**src/rtl/nn_layer1_dense.sv**
```systemverilog
// nn_layer1_dense: second fully-connected layer. One multiplier is shared
// across all N_OUT*N_IN products. Arithmetic is Q4.4: product >>> 4,
// accumulate, add bias, then ReLU with saturation to the positive DW range.
// Results are presented with a four-phase req/done handshake.
//
// state | meaning
// IDLE  | waiting for req; coefficient writes accepted
// MAC   | one w[j][i]*x[i] product accumulated per cycle
// FIN   | add bias b[j], ReLU/saturate, store y[j]
// DONE  | results valid; waiting for req to drop
module nn_layer1_dense #(
    parameter int N_IN   = 2,
    parameter int N_OUT  = 2,
    parameter int DW     = 8,
    parameter int ACC_W  = 16,
    parameter int ADDR_W = 4
) (
    input  logic                  clk,
    input  logic                  rst,
    input  logic                  req,
    input  logic [N_IN*DW-1:0]    x_in,
    input  logic                  cfg_we,
    input  logic [ADDR_W-1:0]     cfg_addr,
    input  logic [DW-1:0]         cfg_data,
    output logic                  busy,
    output logic                  done,
    output logic [N_OUT*DW-1:0]   y_out
);
    localparam int IW = (N_IN  > 1) ? $clog2(N_IN)  : 1;
    localparam int JW = (N_OUT > 1) ? $clog2(N_OUT) : 1;
    localparam logic [IW-1:0] I_LAST = IW'(N_IN - 1);
    localparam logic [JW-1:0] J_LAST = JW'(N_OUT - 1);
    localparam logic signed [ACC_W-1:0] Y_MAX = ACC_W'((2 ** (DW - 1)) - 1);

    typedef enum logic [1:0] {IDLE, MAC, FIN, DONE} state_t;
    state_t state, state_nxt;

    logic signed [DW-1:0]     w_mem [N_OUT][N_IN];
    logic signed [DW-1:0]     b_mem [N_OUT];
    logic signed [DW-1:0]     x_reg [N_IN];
    logic [DW-1:0]            y_reg [N_OUT];
    logic [IW-1:0]            i_cnt;
    logic [JW-1:0]            j_cnt;
    logic signed [ACC_W-1:0]  acc;

    logic                     start;
    logic signed [2*DW-1:0]   prod;
    logic signed [2*DW-1:0]   prod_sh;
    logic signed [ACC_W-1:0]  sum_b;
    logic [DW-1:0]            y_sat;

    // State register
    always_ff @(posedge clk) begin
        if (rst) state <= IDLE;
        else     state <= state_nxt;
    end

    // Next-state decode; done is low in IDLE, so req alone starts a run
    always_comb begin
        state_nxt = state;
        start     = 1'b0;
        case (state)
            IDLE: begin
                if (req) begin
                    start     = 1'b1;
                    state_nxt = MAC;
                end
            end
            MAC: begin
                if (i_cnt == I_LAST) state_nxt = FIN;
            end
            FIN: begin
                if (j_cnt == J_LAST) state_nxt = DONE;
                else                 state_nxt = MAC;
            end
            DONE: begin
                if (!req) state_nxt = IDLE;
            end
            default: state_nxt = IDLE;
        endcase
    end

    assign busy = (state != IDLE);
    assign done = (state == DONE);

    // Coefficient register file; intentionally not reset so weights survive rst.
    // Writes are only taken while idle, including the cycle a run starts.
    always_ff @(posedge clk) begin
        if (cfg_we && !busy) begin
            for (int j = 0; j < N_OUT; j++) begin
                for (int i = 0; i < N_IN; i++) begin
                    if (cfg_addr == ADDR_W'(j * N_IN + i)) w_mem[j][i] <= cfg_data;
                end
                if (cfg_addr == ADDR_W'(N_IN * N_OUT + j)) b_mem[j] <= cfg_data;
            end
        end
    end

    // Shared multiplier; >>> gives floor rounding on negative products
    assign prod    = (2*DW)'(w_mem[j_cnt][i_cnt]) * (2*DW)'(x_reg[i_cnt]);
    assign prod_sh = prod >>> 4;
    assign sum_b   = acc + ACC_W'(b_mem[j_cnt]);

    // ReLU with saturation to the largest positive DW value
    always_comb begin
        if (sum_b[ACC_W-1])    y_sat = '0;
        else if (sum_b > Y_MAX) y_sat = Y_MAX[DW-1:0];
        else                    y_sat = sum_b[DW-1:0];
    end

    // Datapath: input capture, MAC accumulation, per-neuron result store
    always_ff @(posedge clk) begin
        if (rst) begin
            acc   <= '0;
            i_cnt <= '0;
            j_cnt <= '0;
            for (int k = 0; k < N_IN; k++)  x_reg[k] <= '0;
            for (int k = 0; k < N_OUT; k++) y_reg[k] <= '0;
        end else begin
            case (state)
                IDLE: begin
                    if (start) begin
                        for (int k = 0; k < N_IN; k++) x_reg[k] <= x_in[k*DW +: DW];
                        acc   <= '0;
                        i_cnt <= '0;
                        j_cnt <= '0;
                    end
                end
                MAC: begin
                    acc   <= acc + ACC_W'(prod_sh);
                    i_cnt <= i_cnt + IW'(1);
                end
                FIN: begin
                    y_reg[j_cnt] <= y_sat;
                    acc          <= '0;
                    i_cnt        <= '0;
                    if (j_cnt != J_LAST) j_cnt <= j_cnt + JW'(1);
                end
                default: ;
            endcase
        end
    end

    // Flatten result registers onto the output bus
    always_comb begin
        y_out = '0;
        for (int j = 0; j < N_OUT; j++) y_out[j*DW +: DW] = y_reg[j];
    end

endmodule

```
**config.mk**
```make
export PLATFORM = sky130hd
export DESIGN_NAME = nn_layer1_dense
export DESIGN_NICKNAME = d
export VERILOG_FILES = /design/src/rtl/nn_layer1_dense.sv
export SDC_FILE = /design/constraint.sdc
export NUM_CORES = 1
export LEC_CHECK = 0
export ABC_CLOCK_PERIOD_IN_PS = 8500
export BUFFER_PORTS_ARGS = -buffer_cell sky130_fd_sc_hd__buf_2
export CORE_ASPECT_RATIO = 1.4
export CORE_UTILIZATION = 25
export DETAILED_ROUTE_END_ITERATION = 8
export GPL_TIMING_DRIVEN = 1
export PLACE_DENSITY_LB_ADDON = 0.3
export REMOVE_ABC_BUFFERS = 1
export SLEW_MARGIN = 40
export SYNTH_ARGS = -nofsm -noshare
export SYNTH_HDL_FRONTEND = slang
export SYNTH_SLANG_ARGS = --single-unit
```
**constraint.sdc**
```tcl
create_clock -name clk -period 8.5 [get_ports clk]
set_input_delay 0.85 -clock clk [delete_from_list [all_inputs] [get_ports clk]]
set_output_delay 0.85 -clock clk [all_outputs]
set_load 0.005 [all_outputs]
```
# == Yosys cells after proc, flatten, opt, wreduce, memory -nomap -nowiden ==
# Memories as Yosys holds them, arrays and structs flattened. A register that Yosys moved wholly into a read port is not among the register bits.
# Cells that the tools add are included.
# op_classes
add_sub_neg,4
n_mul,1
order_cmp,2
eq_ne,12
n_mux,62
bitwise_logic,3
n_reduce_logical,13
# op_table
operator,n
$mux 8,9
$pmux 16 s3,1
$mux 1,42
$mux 16,2
$add 16x12->16,1
$add 16x8->16,1
$gt 16x8->1 const B,1
$mul 8x8->16,1
$reduce_or 16->1,1
$reduce_or 8->1,2
$mux 2,5
$eq 4x2->1 const B,2
$eq 4x3->1 const B,2
$ne 2x2->1 const B,4
$pmux 2 s4,1
$eq 2x2->1 const B,2
$eq 4x1->1 const B,1
$logic_not 4->1,1
$reduce_and 2->1,2
$reduce_bool 2->1,2
$pmux 1 s3,1
$reduce_and 3->1,1
$reduce_bool 3->1,1
$add 1x1->1 const B,2
8 further kinds,9
# totals
register_bits,20
mem_bits_rw,80
input_bits,32
output_inout_bits,18
mem_count,4
# mem_list
memory,words,word_bits,rd,rd_ports_with_merged_regs,wr,line_no,source
w_mem,2,16,1,1,1,38,logic signed [DW-1:0] w_mem [N_OUT][N_IN];
b_mem,2,8,1,1,1,39,logic signed [DW-1:0] b_mem [N_OUT];
x_reg,2,8,1,1,2,40,logic signed [DW-1:0] x_reg [N_IN];
y_reg,2,8,2,0,2,41,logic [DW-1:0] y_reg [N_OUT];

# == Logic depth before layout (Yosys ltp) ==
# logic_depth
word_depth,7
depth_mapped,32

# == Worst setup path after synthesis ==
# Ideal clock, no wire load.
# synth_path
path_kind,register -> register
from,register with a tool-made name
to,register acc[15]
setup_ps,62
arrival_time_ps,7047
required_ps,8438
path_slack_ps,1391
stages_incl_launch_ff,31
synth_period_minus_slack_ps,7109
cell_sequence,dfxtp_1 -> clkbuf_1 -> buf_1 -> mux2_2 -> o21ai_1 -> nor2_1 -> fa_1 -> inv_1 -> fa_1 -> inv_1 -> fa_1 -> inv_1 -> fa_1 -> inv_1 -> ha_1 -> a21oi_1 -> o21bai_1 -> a21oi_1 -> o21bai_1 -> a21oi_1 -> nand3b_1 -> nand3_1 -> ha_1 -> a21o_1 -> a211oi_1 -> nor2_1 -> a41o_1 -> a31o_1 -> and3_1 -> or3_1 -> nand3_1
# synth_lines
element,line_no,source
"end signal, assigned",130,acc <= acc + ACC_W'(prod_sh);
"end, declared",44,logic signed [ACC_W-1:0] acc;

==> impl_metrics.tcl <==
set metrics [dict create \
    rsz0062_at_grt "false" \
    root_buffer "clkbuf_16" \
    dpl.hpwl_um 14000 \
    synthTopCellsByCount "inv_1 (100), edfxtp_1 (80), nor2_1 (80), ha_1 (59), fa_1 (56)" \
    clock_path_buffers 2 \
    finalSetupTns_ns 0 \
    synth_edf_count 80 \
    slew_headroom 0.494 \
    synth-seq-cells 102 \
    ys_warn_count 0 \
    maxCapViolCount 0 \
    n_antenna_cell 0 \
    fin_util 0.290 \
    cp.arrival_ns 7.87 \
    synth_top_area_cell "edfxtp_1" \
    finClkSkew_ns 0.0143 \
    tightestPinTransition_ns 0.758 \
    startpoint_type "flop" \
    fin_crit_ns 7.57 \
    drt-initial-drc-count 192 \
    areaGrowthSynthToFinish_pct 14.0 \
    num_vias 5461 \
    ir_worst_vdd_mv 0.148 \
    netlist-cell-type-count 66 \
    wl_per_cell_um 14.1 \
    placed_area_um2 8630 \
    wirelength_um 17000 \
    synth.avg_cell_area_um2 10.4 \
    hold_path_class "reg2reg" \
    synth_ff_type "edfxtp_1" \
    cts-resized-gates 0 \
    crit_fanout 15 \
    io_pins 50 \
    crit_type "reg2reg" \
    place_congestion 0.831 \
    port_buffers 49 \
    gr-total-overflow 0 \
    ctsHoldBuffers 0 \
    synth.most_common_cell "inv_1" \
    largest_reg_flops 32 \
    final_antenna_net_count 0 \
    dieArea_um2 32100 \
    cellPowerDensity_nw_per_um2 327 \
    clock_sinks 102 \
    syn_inst 753 \
    antenna_found_initial 0 \
    grt_pass1_wl_um 27900 \
    die_y_um 212 \
    numCtsBuffers 9 \
    placementRows 76 \
    ys_top_cells_by_area "edfxtp_1 (31%), fa_1 (14%), ha_1 (9.4%)" \
    status "finished clean" \
    finalSetupViolations 0 \
    final_area_um2 8950 \
    die_w_um 152 \
    drive_gt1_frac 0.143 \
    final_nets 958 \
    core_um2 30800 \
    drtPass1Iterations 4 \
    async_flop_share 0 \
    clk_latency_ns 0.36 \
    start_util 0.255 \
    cts_setup_buffers 0 \
    cp_data_required_time_ns 8.80 \
    hold_viol 0 \
    cts_tree "yes" \
    grt_pass1_vias 5611 \
    grt_max_degree 25 \
    synth_top_area_share 0.306 \
    netlist_area_um2 7850 \
    grtUsageTotal 0.113 \
    fmax_mhz 132 \
    synth-seq-area-share 0.362 \
    timing.final.crit_share 0.891 \
    final_max_slew_viol_count 0 \
    p_leak_nw 3.79 \
    htree_levels 3 \
    viasPerCell 4.53 \
    crit_path_top_delay_cell "dfxtp_1" \
    endpoint_kind "flop" \
    clkTransAtPathRegs_ns 0.07 \
    drc 0 \
    max_flop_register "w_mem" \
    power_mw 2.92 \
    critical_path.max_stage_delay_ns 0.82 \
]
[stage by stage]
step	setup WS [ns]	cells	hold slack, ns
2_1_floorplan	1.39	742	0.461
3_3_place_gp	0.999	1190	0.507
3_5_place_dp	0.935	1190	0.512
4_1_cts	0.911	1206	0.522
5_1_grt	0.530	1206	0.568
6_report	0.927	1206	0.520
[cell families after synthesis]
| group | share of synthesized area |
|---|---|
| buffers and inverters | 0.0540 |
| other | 0.000478 |
| XOR/XNOR | 0.0357 |
| AO/OA/AOI/OAI | 0.112 |
| multiplexers | 0.0559 |
| AND/OR/NAND/NOR | 0.143 |
| flip-flops | 0.362 |
| adder cells (fa/ha/maj) | 0.237 |
[worst max-delay path, delay by kind of cell (launching register included)]
family / cells / cell delay [ns]
flip-flops: 1 / 0.82
buffers and inverters: 4 / 0.19
AO/OA/AOI/OAI: 10 / 2.26
multiplexers: 1 / 0.40
AND/OR/NAND/NOR: 7 / 1.07
adder cells (fa/ha/maj): 6 / 2.76
[metal layers]
layer | vias up | track usage | wire length (um)
met5 | - | 0 | 0
met4 | 0 | 0.0485 | 556
met3 | 36 | 0.0177 | 431
met2 | 94 | 0.209 | 8890
met1 | 2592 | 0.125 | 7080
li1 | 2739 | - | -
[power by group]
part,total [mW],leakage (nW),switching [mW],internal [mW]
combinational,1.87,2.69,1.05,0.812
clock,0.431,0.151,0.218,0.213
sequential,0.628,0.950,0.0472,0.581
[cell type report]
type | count | area [um2]
Timing Repair Buffer | 58 | 313
Clock inverter | 7 | 81.3
Multi-Input combinational cell | 539 | 4620
Tap cell | 390 | 488
Fill cell | 3242 | 21900
Inverter | 101 | 379
Sequential cell | 102 | 2840
Clock buffer | 9 | 225
[layout by cell type, fill, tap and decap left out, types with 5 or more instances in the layout]
cell       synthesis  final
a21o_1            13     13
a21oi_1           43     43
a22oi_1           10     10
and2_1            19     19
and3_1             5      5
buf_2              0     49
buf_4              0      9
clkbuf_16          0      9
dfxtp_1           22     21
edfxtp_1          80     80
fa_1              56     56
ha_1              59     59
inv_1            100    100
mux2_2            19     19
mux2i_1           18     17
nand2_1           31     31
nand2b_1          13     13
nand3_1           11     11
nand4_1            7      7
nor2_1            80     78
nor2b_1            6      6
nor3_1             9      8
nor4_2             7      7
o21a_1            11     11
o21ai_0           11     11
o21ai_1           11     11
o21bai_1           6      6
or3_1              8      8
xnor2_1           24     24
xor2_1             8      8
[path summary, 6_finish.rpt]
path                   to  slack [ns]  startpoint  cells after the start
hold / removal    acc[12]        0.52     acc[12]                      2
setup / recovery  acc[15]        0.93        flop                     28
setup reg to reg  acc[15]        0.93        flop                     28
hold reg to reg   acc[12]        0.52     acc[12]                      2
Power figures use the tool's default switching activity.
